--- src/rtl/wb_arbiter.sv ---
// Round-robin Wishbone classic arbiter: two CPU masters (fetch, load/store) onto one slave port.
// Grants whole cyc-to-cyc bus cycles, replays strobes raised while waiting, and aborts silent slaves.
module wb_arbiter #(
  parameter int AW      = 32,
  parameter int DW      = 32,
  parameter int TIMEOUT = 255
) (
  input  logic            clk,
  input  logic            reset,

  input  logic            m0_cyc,
  input  logic            m0_stb,
  input  logic            m0_we,
  input  logic [AW-1:0]   m0_addr,
  input  logic [DW-1:0]   m0_wdata,
  input  logic [DW/8-1:0] m0_sel,
  output logic            m0_ack,
  output logic            m0_err,

  input  logic            m1_cyc,
  input  logic            m1_stb,
  input  logic            m1_we,
  input  logic [AW-1:0]   m1_addr,
  input  logic [DW-1:0]   m1_wdata,
  input  logic [DW/8-1:0] m1_sel,
  output logic            m1_ack,
  output logic            m1_err,

  output logic [DW-1:0]   m_rdata,

  output logic            s_cyc,
  output logic            s_stb,
  output logic            s_we,
  output logic [AW-1:0]   s_addr,
  output logic [DW-1:0]   s_wdata,
  output logic [DW/8-1:0] s_sel,
  input  logic [DW-1:0]   s_rdata,
  input  logic            s_ack,
  input  logic            s_err,

  output logic            o_owner,
  output logic            o_busy
);

  localparam int TW = (TIMEOUT <= 255) ? 8 : $clog2(TIMEOUT + 1);
  localparam logic [TW-1:0] TCNT_MAX = '1;
  localparam logic [TW-1:0] TCNT_LIM = TW'(TIMEOUT - 1);

  typedef enum logic [1:0] {
    IDLE  = 2'd0,
    BUSY  = 2'd1,
    DRAIN = 2'd2
  } state_t;

  state_t          state, state_next;
  logic            owner, last;
  logic            pend0, pend1;
  logic            pend0_next, pend1_next;
  logic            wait_ack, wait_ack_next;
  logic [TW-1:0]   tcnt, tcnt_next;

  logic            sel;
  logic            act;
  logic            a_cyc, a_stb, a_we, a_pend;
  logic [AW-1:0]   a_addr;
  logic [DW-1:0]   a_wdata;
  logic [DW/8-1:0] a_sel;
  logic            bus_cyc, bus_stb;
  logic            fwd, issue, timeout_hit;

  // Round-robin pick: a lone requester wins, a tie goes to whoever was not granted last,
  // and with no requester the previous owner stays selected.
  always_comb begin
    sel = owner;
    if (m0_cyc && !m1_cyc)
      sel = 1'b0;
    else if (m1_cyc && !m0_cyc)
      sel = 1'b1;
    else if (m0_cyc && m1_cyc)
      sel = ~last;
  end

  // In IDLE the combinational pick drives the slave so a grant costs no cycle.
  assign act     = (state == IDLE) ? sel : owner;
  assign a_cyc   = act ? m1_cyc   : m0_cyc;
  assign a_stb   = act ? m1_stb   : m0_stb;
  assign a_we    = act ? m1_we    : m0_we;
  assign a_addr  = act ? m1_addr  : m0_addr;
  assign a_wdata = act ? m1_wdata : m0_wdata;
  assign a_sel   = act ? m1_sel   : m0_sel;
  assign a_pend  = act ? pend1    : pend0;

  always_comb begin
    bus_cyc = 1'b0;
    bus_stb = 1'b0;
    unique case (state)
      IDLE, BUSY: begin
        bus_cyc = a_cyc;
        bus_stb = a_cyc & (a_stb | a_pend);
      end
      default: begin
        bus_cyc = 1'b0;
        bus_stb = 1'b0;
      end
    endcase
  end

  assign s_cyc   = reset & bus_cyc;
  assign s_stb   = reset & bus_stb;
  assign s_we    = a_we;
  assign s_addr  = a_addr;
  assign s_wdata = a_wdata;
  assign s_sel   = a_sel;
  assign m_rdata = s_rdata;

  // A strobe counts as newly issued only when nothing is already awaiting a response,
  // so a master that holds stb until ack still runs into the timeout.
  assign fwd   = s_cyc & s_stb;
  assign issue = fwd & ~wait_ack;

  assign timeout_hit = (TIMEOUT != 0) && (state == BUSY) && a_cyc && wait_ack &&
                       !s_ack && !s_err && (tcnt == TCNT_LIM);

  assign m0_ack = s_ack & s_cyc & ~act;
  assign m1_ack = s_ack & s_cyc &  act;
  assign m0_err = reset & ((s_err & s_cyc) | timeout_hit) & ~act;
  assign m1_err = reset & ((s_err & s_cyc) | timeout_hit) &  act;

  assign o_owner = act;
  assign o_busy  = (state != IDLE);

  // Next-state logic: leaving BUSY or DRAIN always waits for the owner to drop cyc.
  always_comb begin
    state_next = state;
    unique case (state)
      IDLE:    if (a_cyc) state_next = BUSY;
      BUSY: begin
        if (!a_cyc)
          state_next = IDLE;
        else if (timeout_hit)
          state_next = DRAIN;
      end
      DRAIN:   if (!a_cyc) state_next = IDLE;
      default: state_next = IDLE;
    endcase
  end

  // A strobe from the master not currently driving the slave is remembered until that
  // master is granted and the strobe reaches the slave, or until it abandons its cycle.
  always_comb begin
    pend0_next = m0_cyc && !(fwd && !act) && (pend0 || (m0_stb && act));
    pend1_next = m1_cyc && !(fwd &&  act) && (pend1 || (m1_stb && !act));
  end

  always_comb begin
    wait_ack_next = (state != DRAIN) && a_cyc && !s_ack && !s_err && !timeout_hit &&
                    (wait_ack || fwd);
    tcnt_next = tcnt;
    if ((state != BUSY) || s_ack || s_err || issue)
      tcnt_next = '0;
    else if (wait_ack && (tcnt != TCNT_MAX))
      tcnt_next = tcnt + 1'b1;
  end

  always_ff @(posedge clk or negedge reset) begin
    if (!reset) begin
      state    <= IDLE;
      owner    <= 1'b0;
      last     <= 1'b1;
      pend0    <= 1'b0;
      pend1    <= 1'b0;
      wait_ack <= 1'b0;
      tcnt     <= '0;
    end else begin
      state    <= state_next;
      pend0    <= pend0_next;
      pend1    <= pend1_next;
      wait_ack <= wait_ack_next;
      tcnt     <= tcnt_next;
      if ((state == IDLE) && a_cyc) begin
        owner <= sel;
        last  <= sel;
      end
    end
  end

endmodule

--- config.mk ---
export PLATFORM = sky130hd
export DESIGN_NAME = wb_arbiter
export DESIGN_NICKNAME = d
export VERILOG_FILES = /design/src/rtl/wb_arbiter.sv
export SDC_FILE = /design/constraint.sdc
export NUM_CORES = 1
export LEC_CHECK = 0
export CORE_AREA = 3 3 109 111
export CTS_CLUSTER_DIAMETER = 100
export DETAILED_ROUTE_END_ITERATION = 12
export DIE_AREA = 0 0 112 114
export GPL_TIMING_DRIVEN = 1
export PLACE_DENSITY = 0.64
export REMOVE_ABC_BUFFERS = 1
export SYNTH_ARGS = -nofsm -noshare
export SYNTH_HDL_FRONTEND = slang
export SYNTH_SLANG_ARGS = --single-unit
--- constraint.sdc ---
create_clock -name clk -period 4.6 [get_ports clk]
set_input_delay 0.92 -clock clk [delete_from_list [all_inputs] [get_ports clk]]
set_output_delay 0.92 -clock clk [all_outputs]
set_load 0.01 [all_outputs]
==> summary.md, run 1 <==
| Metric | Value |
|---|---|
| DR WL met2 | 5230 um |
| Total grt overflow | 0 |
| Worst slew pin tran | 0.485 ns |
| Gate Count Post-Synth | 349 |
| WS Path Type | in2out |
| Fraction of layout cells with a size suffix above 1 | 4.29% |
| Total core area | 0.0109 mm2 |
| RSZ-0062 raised after global routing | no |
| Largest stage delay, worst path | 0.55 ns |
| Number of port buffers | 222 |
| Max_cap viols | 0 |
| Cts repair resizes | 0 |
| Clk_skew | 0.00240 ns |
| First-pass DRT Iterations | 4 |
| Final hold slack | 0.561 ns |
| Die area | 0.0128 mm2 |
| Lkg Pwr | 1.95 nW |
| Sequential fraction of the synthesis area | 18.9% |
| Power per Cell Area | 447 mW/mm2 |
| Placed instance area | 0.00419 mm2 |
| DRT Wirelength | 11,000 um |
| Relative slew margins | 67.6% |
| Avg WL per Cell | 16.2 um |
| Startpoint Class | primary input |
| WP data arrival | 3.33 ns |
| CP max stage cell | clkdlybuf4s50_1 |
| Status | finished, final reports clean |
| DP HPWL | 9120 um |
| Synth unique cells | 39 |
| Most used cell, CP | clkdlybuf4s50_1 |
| Crit path time final | 4.25 ns |
| Hold path depth | 2 |
| Clock latency on the worst-skew pair | 0.25 ns |
| Area growth syn-to-layout | 113% |
| DIE HEIGHT | 114 um |
| Die X | 112 um |
| Maximum root-to-sink buffer count | 2 |
| Total GRT Usage | 15.7% |
| Initial core utilization | 18.3% |
| Fin. Hold Viols | 0 |
| I/O Pins | 287 |
| Initial antenna violation count | 0 |
| Final antenna-violating net count | 0 |
| Fin. max-slew vios | 0 |
| Net count, final | 717 |
| Number of DRC markers in iteration 0 | 197 |
| Post-Place Cells | 672 |
| RePlAce Congestion | 0.894 |
| DR DRC count | 0 |
| Rows | 38 |
| Met1 wire length | 4570 um |
| CP endpoint kind | output port |
| Mean number of vias per cell | 4.29 |
| # setup viols final | 0 |
| Met3 wire length | 1050 um |
| Required time of the critical path | 3.68 ns |
| H-tree depth | 1 |
| Critical-path cell list | clkdlybuf4s50_1, or3b_2, o22ai_4, inv_2, buf_4, and3_1, clkdlybuf4s50_1 |
| Setup repair bufs after CTS | 0 |
| DR top layer | met4 |
| Post-Layout Cell Count | 676 |
| Num CTS Buffers | 3 |
| Number of synthesized register bits | 15 |
| Hold buffer count at CTS | 0 |
| Antenna cells | 0 |
| Yosys warns | 0 |
| First-pass GRT wire length | 16,100 um |
| Fin util | 38.9% |
| CTS tree | yes |
| Hold Crit Class | reg2reg |
| Worst vdd ir | 0.000194 V |
| Final period utilization | 92.4% |
| # clock sinks | 15 |
| Largest net degree at the start of global routing | 57 |
| Fmax | 0.235 GHz |
| Synth Cell Area | 0.00199 mm2 |
| CP max FO | 21 |
| CTS root buf | clkbuf_8 |
| Power Total | 1.90 mW |
| Final Instance Area | 0.00424 mm2 |
| Via count | 2,901 |
| Mean Syn Cell Area | 5.70 um2 |
| Vias in the first global route | 2,834 |
| R2R depth | 5 |
| Reg clk slew, reported paths | 0.07 ns |
-- critical path, delay by kind of cell --
family                 cells  cell delay (ns)
buffers and inverters      4             1.48
AO/OA/AOI/OAI              1             0.21
AND/OR/NAND/NOR            2             0.70
-- layer usage --
layer	track usage (%)	up-vias
met2	25.6	156
met5	0.784	-
met1	20.3	1290
li1	-	1445
met3	5.57	10
met4	2.96	0
-- flip-flops by register name (all words and copies together), names as in the netlist --
signal and count:
tcnt 8, wait_ack 1, pend0 1, state 2, last 1, pend1 1
owner 1
-- cell usage in the layout, fill, tap and decap left out, types with 3 or more instances in the layout --
master / n
clkdlybuf4s50_1: 222
nand2_1: 211
dfrtp_1: 14
nor2_1: 11
inv_1: 6
buf_4: 6
and3_1: 4
o21ai_0: 4
nand4_1: 4
nor3_1: 3
and2_1: 3
a21oi_1: 3
a211oi_1: 3
clkbuf_8: 3
buf_12: 3
-- report_power, final --
group | internal (mW) | switching [mW] | total, mW
Clock | 0.0615 | 0.0501 | 0.112
Combinational | 0.849 | 0.760 | 1.61
Sequential | 0.153 | 0.0221 | 0.175
Total | 1.06 | 0.832 | 1.90
-- final timing paths --
check | start | to | slack (ns)
min in group asynchronous | reset | pend1 | 1.04
worst max register to register | owner | tcnt[1] | 2.51
worst max-delay path | m0_cyc | m1_ack | 0.35
max in group asynchronous | reset | last | 3.31
worst min register to register | pend1 | pend1 | 0.56
worst min-delay path | pend1 | pend1 | 0.56
-- cell usage after synthesis --
library cell / number / area (um2)
nand2_1: 211 / 792
buf_4: 32 / 240
dfrtp_1: 14 / 350
nor2_1: 11 / 41.3
buf_2: 8 / 40.0
clkbuf_1: 8 / 30.0
inv_1: 7 / 26.3
and3_1: 4 / 25.0
nand4_1: 4 / 25.0
o21ai_0: 4 / 20.0
a211oi_1: 3 / 22.5
a21oi_1: 3 / 15.0
and2_1: 3 / 18.8
nor3_1: 3 / 15.0
a21boi_0: 2 / 15.0
a31oi_1: 2 / 12.5
and4_1: 2 / 17.5
ha_1: 2 / 25.0
mux2_2: 2 / 22.5
nor2b_1: 2 / 12.5
or2_2: 2 / 12.5
xnor2_1: 2 / 17.5
xor2_1: 2 / 17.5
a2111o_1: 1 / 11.3
a221oi_1: 1 / 8.76
a31o_2: 1 / 8.76
and2b_1: 1 / 7.51
dfstp_2: 1 / 26.3
mux2i_1: 1 / 10.0
nand3_1: 1 / 5.00
nor3b_1: 1 / 7.51
o2111ai_1: 1 / 8.76
o211a_1: 1 / 10.0
o211ai_1: 1 / 7.51
o221a_2: 1 / 11.3
o22a_1: 1 / 8.76
o22ai_1: 1 / 6.26
o41ai_4: 1 / 27.5
or3b_2: 1 / 8.76
-- metrics by stage --
stage / setup TNS [ns] / setup WS (ns)
2_1_floorplan: -200.64 / -2.94
3_3_place_gp: 0 / 0.368
3_5_place_dp: 0 / 0.335
4_1_cts: 0 / 0.337
5_1_grt: 0 / 0.228
6_report: 0 / 0.351
-- logic make-up after synthesis --
group,share of synthesized area (%)
DFF,18.9
buffers and inverters,16.9
adders and majority gates,1.26
and+or+nand+nor,49.7
muxes,1.64
xor gates and xnor gates,1.76
AOI/OAI and AO/OA,9.75
-- final cells by class --
type / count / area [um2]
tap: 140 / 175
fill: 1127 / 6650
clock buffer: 4 / 45.0
multi-input combinational: 279 / 1290
sequential: 15 / 377
timing repair buffer: 231 / 2330
inverter: 7 / 26.3
Power figures use the tool's default switching activity.
==> run 2: changes to the inputs <==
--- a/config.mk
+++ b/config.mk
@@ -9,7 +9,7 @@
 export CTS_CLUSTER_DIAMETER = 100
 export DETAILED_ROUTE_END_ITERATION = 12
 export DIE_AREA = 0 0 112 114
-export GPL_TIMING_DRIVEN = 1
+export GPL_TIMING_DRIVEN = 0
 export PLACE_DENSITY = 0.64
 export REMOVE_ABC_BUFFERS = 1
 export SYNTH_ARGS = -nofsm -noshare
==> run 2 against run 1 <==
Cell count decreased by 0.44%. Sequential power increased by 4%. Hold slack got worse by 0.021 ns. Final area increased by 0.21%. Worst setup slack got worse by 0.20 ns. Clock power about the same. Total power increased by 1.3%. Clock skew decreased by 0.00083 ns. Fmax decreased by 4.5%. Wire length decreased by 0.36%.
==> summary.md, run 2 (synthesis gave the netlist of run 1 again) <==
| Metric | Value |
|---|---|
| WP data arrival | 3.53 ns (+0.20 ns) |
| Number of port buffers | 222 (unchanged) |
| Initial antenna violation count | 0 (unchanged) |
| Area growth syn-to-layout | 114% |
| CP max stage cell | or3b_2 |
| Clock latency on the worst-skew pair | 0.25 ns (about the same) |
| H-tree depth | 1 (unchanged) |
| Relative slew margins | 52.4% (-15 points) |
| CTS root buf | clkbuf_8 |
| Largest Register | tcnt |
| RePlAce Congestion | 0.831 (-7.1%) |
| WS Path Type | in2out |
| Fin. Hold Viols | 0 (unchanged) |
| RSZ-0062 raised after global routing | no |
| Avg WL per Cell | 16.2 um (about the same) |
| Fin util | 39.0% (+0.080 points) |
| Initial core utilization | 18.3% (unchanged) |
| Lkg Pwr | 1.95 nW (about the same) |
| Final antenna-violating net count | 0 (unchanged) |
| Largest net degree at the start of global routing | 39 (-32%) |
| Startpoint Class | primary input |
| Die X | 112 um (unchanged) |
| Final Instance Area | 0.00425 mm2 (+0.21%) |
| Reg clk slew, reported paths | 0.06 ns (about the same) |
| Mean number of vias per cell | 4.27 (-0.52%) |
| Net count, final | 714 (-0.42%) |
| Status | finished, final reports clean |
| Placed instance area | 0.00416 mm2 (-0.89%) |
| Worst slew pin tran | 0.713 ns (+0.228 ns) |
| Worst vdd ir | 0.000218 V (+12%) |
| Fraction of layout cells with a size suffix above 1 | 4.13% (-0.16 points) |
| Antenna cells | 0 (unchanged) |
| CTS tree | yes |
| Post-Place Cells | 666 (-0.89%) |
| Biggest regs | tcnt x8, state x2 |
| Fillers | 1,133 (+0.53%) |
| Critical-path cell list | clkdlybuf4s50_1, or3b_2, o22ai_4, buf_4, buf_16, buf_12, nand2_1, nand2_1, clkdlybuf4s50_1 |
| Largest stage delay, worst path | 0.59 ns (+0.04 ns) |
| Num CTS Buffers | 3 (unchanged) |
| Most common cell after layout, fill and taps aside | clkdlybuf4s50_1 |
| I/O Pins | 287 (unchanged) |
| Total grt overflow | 0 (unchanged) |
| Hold Crit Class | reg2reg |
| Vias in the first global route | 2,756 (-2.8%) |
| Maximum root-to-sink buffer count | 2 (unchanged) |
| Clk_skew | 0.00157 ns (-0.000833 ns) |
| Post-Layout Cell Count | 673 (-0.44%) |
| DIE HEIGHT | 114 um (unchanged) |
| # clock sinks | 15 (unchanged) |
| CP endpoint kind | output port |
| First-pass DRT Iterations | 4 (unchanged) |
| DRT Wirelength | 10,900 um (-0.36%) |
| CP top delay family | buffers and inverters |
| Required time of the critical path | 3.68 ns (about the same) |
| Total core area | 0.0109 mm2 (unchanged) |
| Total GRT Usage | 15.8% (+0.032 points) |
| Rows | 38 (unchanged) |
| Crit path time final | 4.45 ns (+0.199 ns) |
| Via count | 2,873 (-0.97%) |
| Fin. max-slew vios | 0 (unchanged) |
| Crit path buffers/inverters | 5 (+1) |
| Final period utilization | 96.7% (+4.3 points) |
| Most frequent cells in the layout | 221 x clkdlybuf4s50_1, 211 x nand2_1, 14 x dfrtp_1 |
| Largest register FFs | 8 (unchanged) |
| Number of DRC markers in iteration 0 | 160 (-19%) |
| # setup viols final | 0 (unchanged) |
| Power per Cell Area | 452 mW/mm2 (+1.1%) |
| First-pass GRT wire length | 15,900 um (-0.95%) |
| DR DRC count | 0 (unchanged) |
| CP max FO | 35 (+67%) |
| Max_cap viols | 0 (unchanged) |
| Fmax | 0.225 GHz (-4.5%) |
| DP HPWL | 8830 um (-3.2%) |
| Die area | 0.0128 mm2 (unchanged) |
-- run 2: power breakdown --
group	internal [mW]	leakage, nW	switching [mW]
clock	0.0615	0.0228	0.0487
sequential	0.153	0.199	0.0295
combinational	0.858	1.73	0.770
total	1.07	1.95	0.849
-- run 2: layout make-up --
| cell class | count | area [um2] | share of cell area (%) |
|---|---|---|---|
| Multi-Input combinational cell | 280 | 1320 | 31.0 |
| Tap cell | 140 | 175 | 4.12 |
| Timing Repair Buffer | 227 | 2310 | 54.3 |
| Clock buffer | 4 | 45.0 | 1.06 |
| Sequential cell | 15 | 377 | 8.87 |
| Inverter | 7 | 28.8 | 0.677 |
-- run 2: final timing paths --
| path | cells after the start | slack [ns] | endpoint | from |
|---|---|---|---|---|
| worst max-delay path | 9 | 0.15 | s_addr[4] | m0_cyc |
| worst max register to register | 4 | 2.39 | wait_ack | state[0] |
| max in group asynchronous | 1 | 3.45 | pend1 | reset |
| worst min-delay path | 2 | 0.54 | pend0 | pend0 |
| worst min register to register | 2 | 0.54 | pend0 | pend0 |
| min in group asynchronous | 1 | 0.71 | pend0 | reset |
-- run 2: timing repair --
item                                    4_1_cts  5_1_grt
endpoints found under the setup margin       72       34
hold buffers                                  0        0
cloned                                        1        0
pin swaps                                     1        0
setup buffers                                 2        0
gates resized for setup                       2        3
-- run 2: worst register-to-register path, delay by kind of cell, from the launching register on --
family	cells	cell delay [ns]
AO/OA/AOI/OAI	2	0.83
flip-flops	1	0.47
AND/OR/NAND/NOR	2	0.80
-- run 2: per-stage QoR --
step	total power [mW]	hold slack (ns)	setup WS (ns)	TNS [ns]
finish	1.92	0.540	0.152	0
global route	2.08	0.597	0.00528	0
floorplan	0.856	0.481	-2.94	-200.64
global placement	1.77	0.528	-7.44	-533.00
detailed placement	1.79	0.530	-0.451	-14.14
CTS	1.95	0.544	0.106	0
-- run 2: per-layer routing --
metal	global-route usage [%]	vias up	wire [um]
met2	25.4	165	5080
met1	19.3	1258	4410
met3	7.21	13	1270
li1	-	1437	-
met5	0.784	-	0
met4	3.61	0	174
==> run 3: changes to the inputs <==
==> config.mk (replaced) <==
export PLATFORM = sky130hd
export DESIGN_NAME = wb_arbiter
export DESIGN_NICKNAME = d
export VERILOG_FILES = /design/src/rtl/wb_arbiter.sv
export SDC_FILE = /design/constraint.sdc
export NUM_CORES = 1
export LEC_CHECK = 0
export CELL_PAD_IN_SITES_DETAIL_PLACEMENT = 1
export CELL_PAD_IN_SITES_GLOBAL_PLACEMENT = 2
export CORE_MARGIN = 3
export CORE_UTILIZATION = 10
export CTS_CLUSTER_DIAMETER = 100
export DETAILED_ROUTE_END_ITERATION = 12
export GPL_TIMING_DRIVEN = 0
export PLACE_DENSITY = 0.87
export REMOVE_ABC_BUFFERS = 1
export SLEW_MARGIN = 20
export SYNTH_ARGS = -nofsm -noshare
export SYNTH_HDL_FRONTEND = slang
export SYNTH_SLANG_ARGS = --single-unit
==> run 3 against run 2 <==
Hold slack better by 0.0093 ns. Clock skew up 0.00071 ns. Total power up 7.1%. Utilization down 16 points. Die area up 69%. Global-route usage down 5.7 points. Sequential power down 3%. Non-clock buffer count up 3. Critical path depth unchanged. Largest cell class unchanged.
==> summary.md, run 3 (synthesis gave the netlist of run 1 again) <==
| Metric | Value |
|---|---|
| Final hold slack | 0.550 ns (+0.00932 ns) |
| Clock latency on the worst-skew pair | 0.25 ns (about the same) |
| I/O Pins | 287 (unchanged) |
| Reg clk slew, reported paths | 0.05 ns (about the same) |
| DR DRC count | 0 (unchanged) |
| Hold Crit Class | reg2reg |
| Fin. max-slew vios | 0 (unchanged) |
| Comb pwr share | 83.2% (-1.6 points) |
| Required time of the critical path | 3.68 ns (about the same) |
| Total grt overflow | 0 (unchanged) |
| Largest net degree at the start of global routing | 52 (+33%) |
| Via count | 2,899 (+0.90%) |
| Num CTS Buffers | 3 (unchanged) |
| Avg WL per Cell | 14.7 um (-9.7%) |
| Fillers | 2,357 (+110%) |
| Die X | 147 um (+31%) |
| Worst slew pin tran | 0.772 ns (+0.0587 ns) |
| # setup viols final | 0 (unchanged) |
| Switching Fraction | 42.4% (-1.8 points) |
| Most frequent cells in the layout | 221 x clkdlybuf4s50_1, 211 x nand2_1, 14 x dfrtp_1 |
| Power per Cell Area | 459 mW/mm2 (+1.6%) |
| Fin util | 23.4% (-16 points) |
| First-pass DRT Iterations | 6 (+2) |
| Most common cell after layout, fill and taps aside | clkdlybuf4s50_1 |
| Largest Register | tcnt |
| DP HPWL | 9700 um (+9.8%) |
| Clock power frac | 8.3% (+2.6 points) |
| Reg2reg start | owner |
| CP max FO | 51 (+46%) |
| CTS root buf | clkbuf_16 |
| Max_cap viols | 0 (unchanged) |
| Net count, final | 716 (+0.28%) |
| Number of port buffers | 222 (unchanged) |
| Final worst slack | 0.280 ns (+0.128 ns) |
| Final period utilization | 93.9% (-2.8 points) |
| DIE HEIGHT | 147 um (+29%) |
| WS Path Type | in2out |
| Final antenna-violating net count | 0 (unchanged) |
| RSZ-0062 raised after global routing | no |
| Fmax | 0.231 GHz (+3.0%) |
| WP data arrival | 3.40 ns (-0.13 ns) |
| Die area | 0.0216 mm2 (+69%) |
| Pre-CTS setup slack | -0.0243 ns (+0.426 ns) |
| RePlAce Congestion | 0.756 (-9.0%) |
| Biggest regs | tcnt x8, state x2 |
| Rows | 50 (+32%) |
| Placed instance area | 0.00437 mm2 (+5.1%) |
| Area growth syn-to-layout | 125% |
| Post-Layout Cell Count | 795 (+18%) |
| CTS tree | yes |
| Crit path time final | 4.32 ns (-0.128 ns) |
| Multi-input logic area | 0.00130 mm2 (-1.4%) |
| Lkg Pwr | 2.00 nW (+2.2%) |
| Clk_skew | 0.00228 ns (+0.000712 ns) |
| Antenna cells | 0 (unchanged) |
| Sequential power share | 8.6% (-0.9 points) |
| Final Instance Area | 0.00448 mm2 (+5.4%) |
| Worst vdd ir | 0.000390 V (+79%) |
| Initial antenna violation count | 0 (unchanged) |
| Hold Startpoint | pend0 |
| First-pass GRT wire length | 17,600 um (+11%) |
| Total core area | 0.0191 mm2 (+76%) |
| CP endpoint kind | output port |
| Status | finished, final reports clean |
| Startpoint Class | primary input |
| Total GRT Usage | 10.1% (-5.7 points) |
| Post-Place Cells | 788 (+18%) |
| Vias in the first global route | 3,034 (+10%) |
| H-tree depth | 1 (unchanged) |
| DRT Wirelength | 11,700 um (+6.7%) |
| Internal cell power | 1.18 mW (+10%) |
| Hold buffer count at CTS | 0 (unchanged) |
| Mean number of vias per cell | 3.65 (-15%) |
| Beginning of the critical path | m1_cyc |
| Relative slew margins | 48.4% (-3.9 points) |
| # clock sinks | 15 (unchanged) |
| Maximum root-to-sink buffer count | 2 (unchanged) |
| Fraction of layout cells with a size suffix above 1 | 4.30% (+0.17 points) |
| Initial core utilization | 10.4% (-7.9 points) |
| Number of DRC markers in iteration 0 | 109 (-32%) |
| Fin. Hold Viols | 0 (unchanged) |
| Psw | 0.872 mW (+2.8%) |
| Largest register FFs | 8 (unchanged) |
| Reg area | 377 um2 (unchanged) |
-- run 3: changes by cell type in the layout (fill, tap and decap cells not counted) --
cell and change:
clkbuf_16 +3, clkbuf_8 -3, nor2b_2 -1, or3b_4 +1, buf_8 +1, nor3b_4 -1
or3b_2 -1, o22ai_2 -1, buf_12 -2, nor2b_1 +1, buf_16 +3, buf_4 +1
nor3b_2 +1
-- run 3: per-stage QoR --
step	TNS [ns]	total power [mW]
global route	0	2.23
CTS	0	2.08
finish	0	2.06
floorplan	-200.64	0.856
detailed placement	-0.0789	1.90
global placement	-660.36	1.77
-- run 3: final cells by class --
| cell class | count | area share (%) |
|---|---|---|
| Inverter | 7 | 0.643 |
| Tap cell | 260 | 7.26 |
| Timing Repair Buffer | 230 | 53.0 |
| Sequential cell | 15 | 8.41 |
| Clock buffer | 4 | 1.76 |
| Multi-Input combinational cell | 279 | 28.9 |
-- run 3: worst max-delay path, stage by stage --
cell and delay (ns):
clkdlybuf4s50_1 0.55, nor3b_2 0.37, o22ai_4 0.11, buf_4 0.17
inv_4 0.24, buf_16 0.26, nand2_1 0.11, nand2_1 0.07
clkdlybuf4s50_1 0.55
-- run 3: power groups by stage --
stage	clock (mW)	combinational, mW	sequential, mW
after floorplan	0	0.687	0.169
after global placement	0	1.59	0.174
after global routing	0.180	1.88	0.179
after CTS	0.176	1.73	0.176
after detailed placement	0	1.72	0.177
final	0.170	1.71	0.176
-- run 3: metal layers --
layer,vias up,part of all wire [%],track usage [%]
met5,-,0,1.14
met4,0,0.72,1.63
met2,155,47,17.0
met1,1298,42,12.1
met3,7,11,4.29
li1,1439,-,-
-- run 3: repair_timing --
item / in CTS / in global routing
resized for setup: 2 / 1
buffers inserted: 0 / 3
setup endpoints to repair: 10 / 5
pin swaps: 1 / 1
-- run 3: final timing paths --
check	end	slack [ns]	depth (start not counted)
setup / recovery	s_wdata[7]	0.28	9
hold / removal	pend0	0.55	2
setup reg to reg	tcnt[5]	2.52	4
hold reg to reg	pend0	0.55	2
max in group asynchronous	tcnt[0]	3.38	1
min in group asynchronous	tcnt[4]	0.74	1
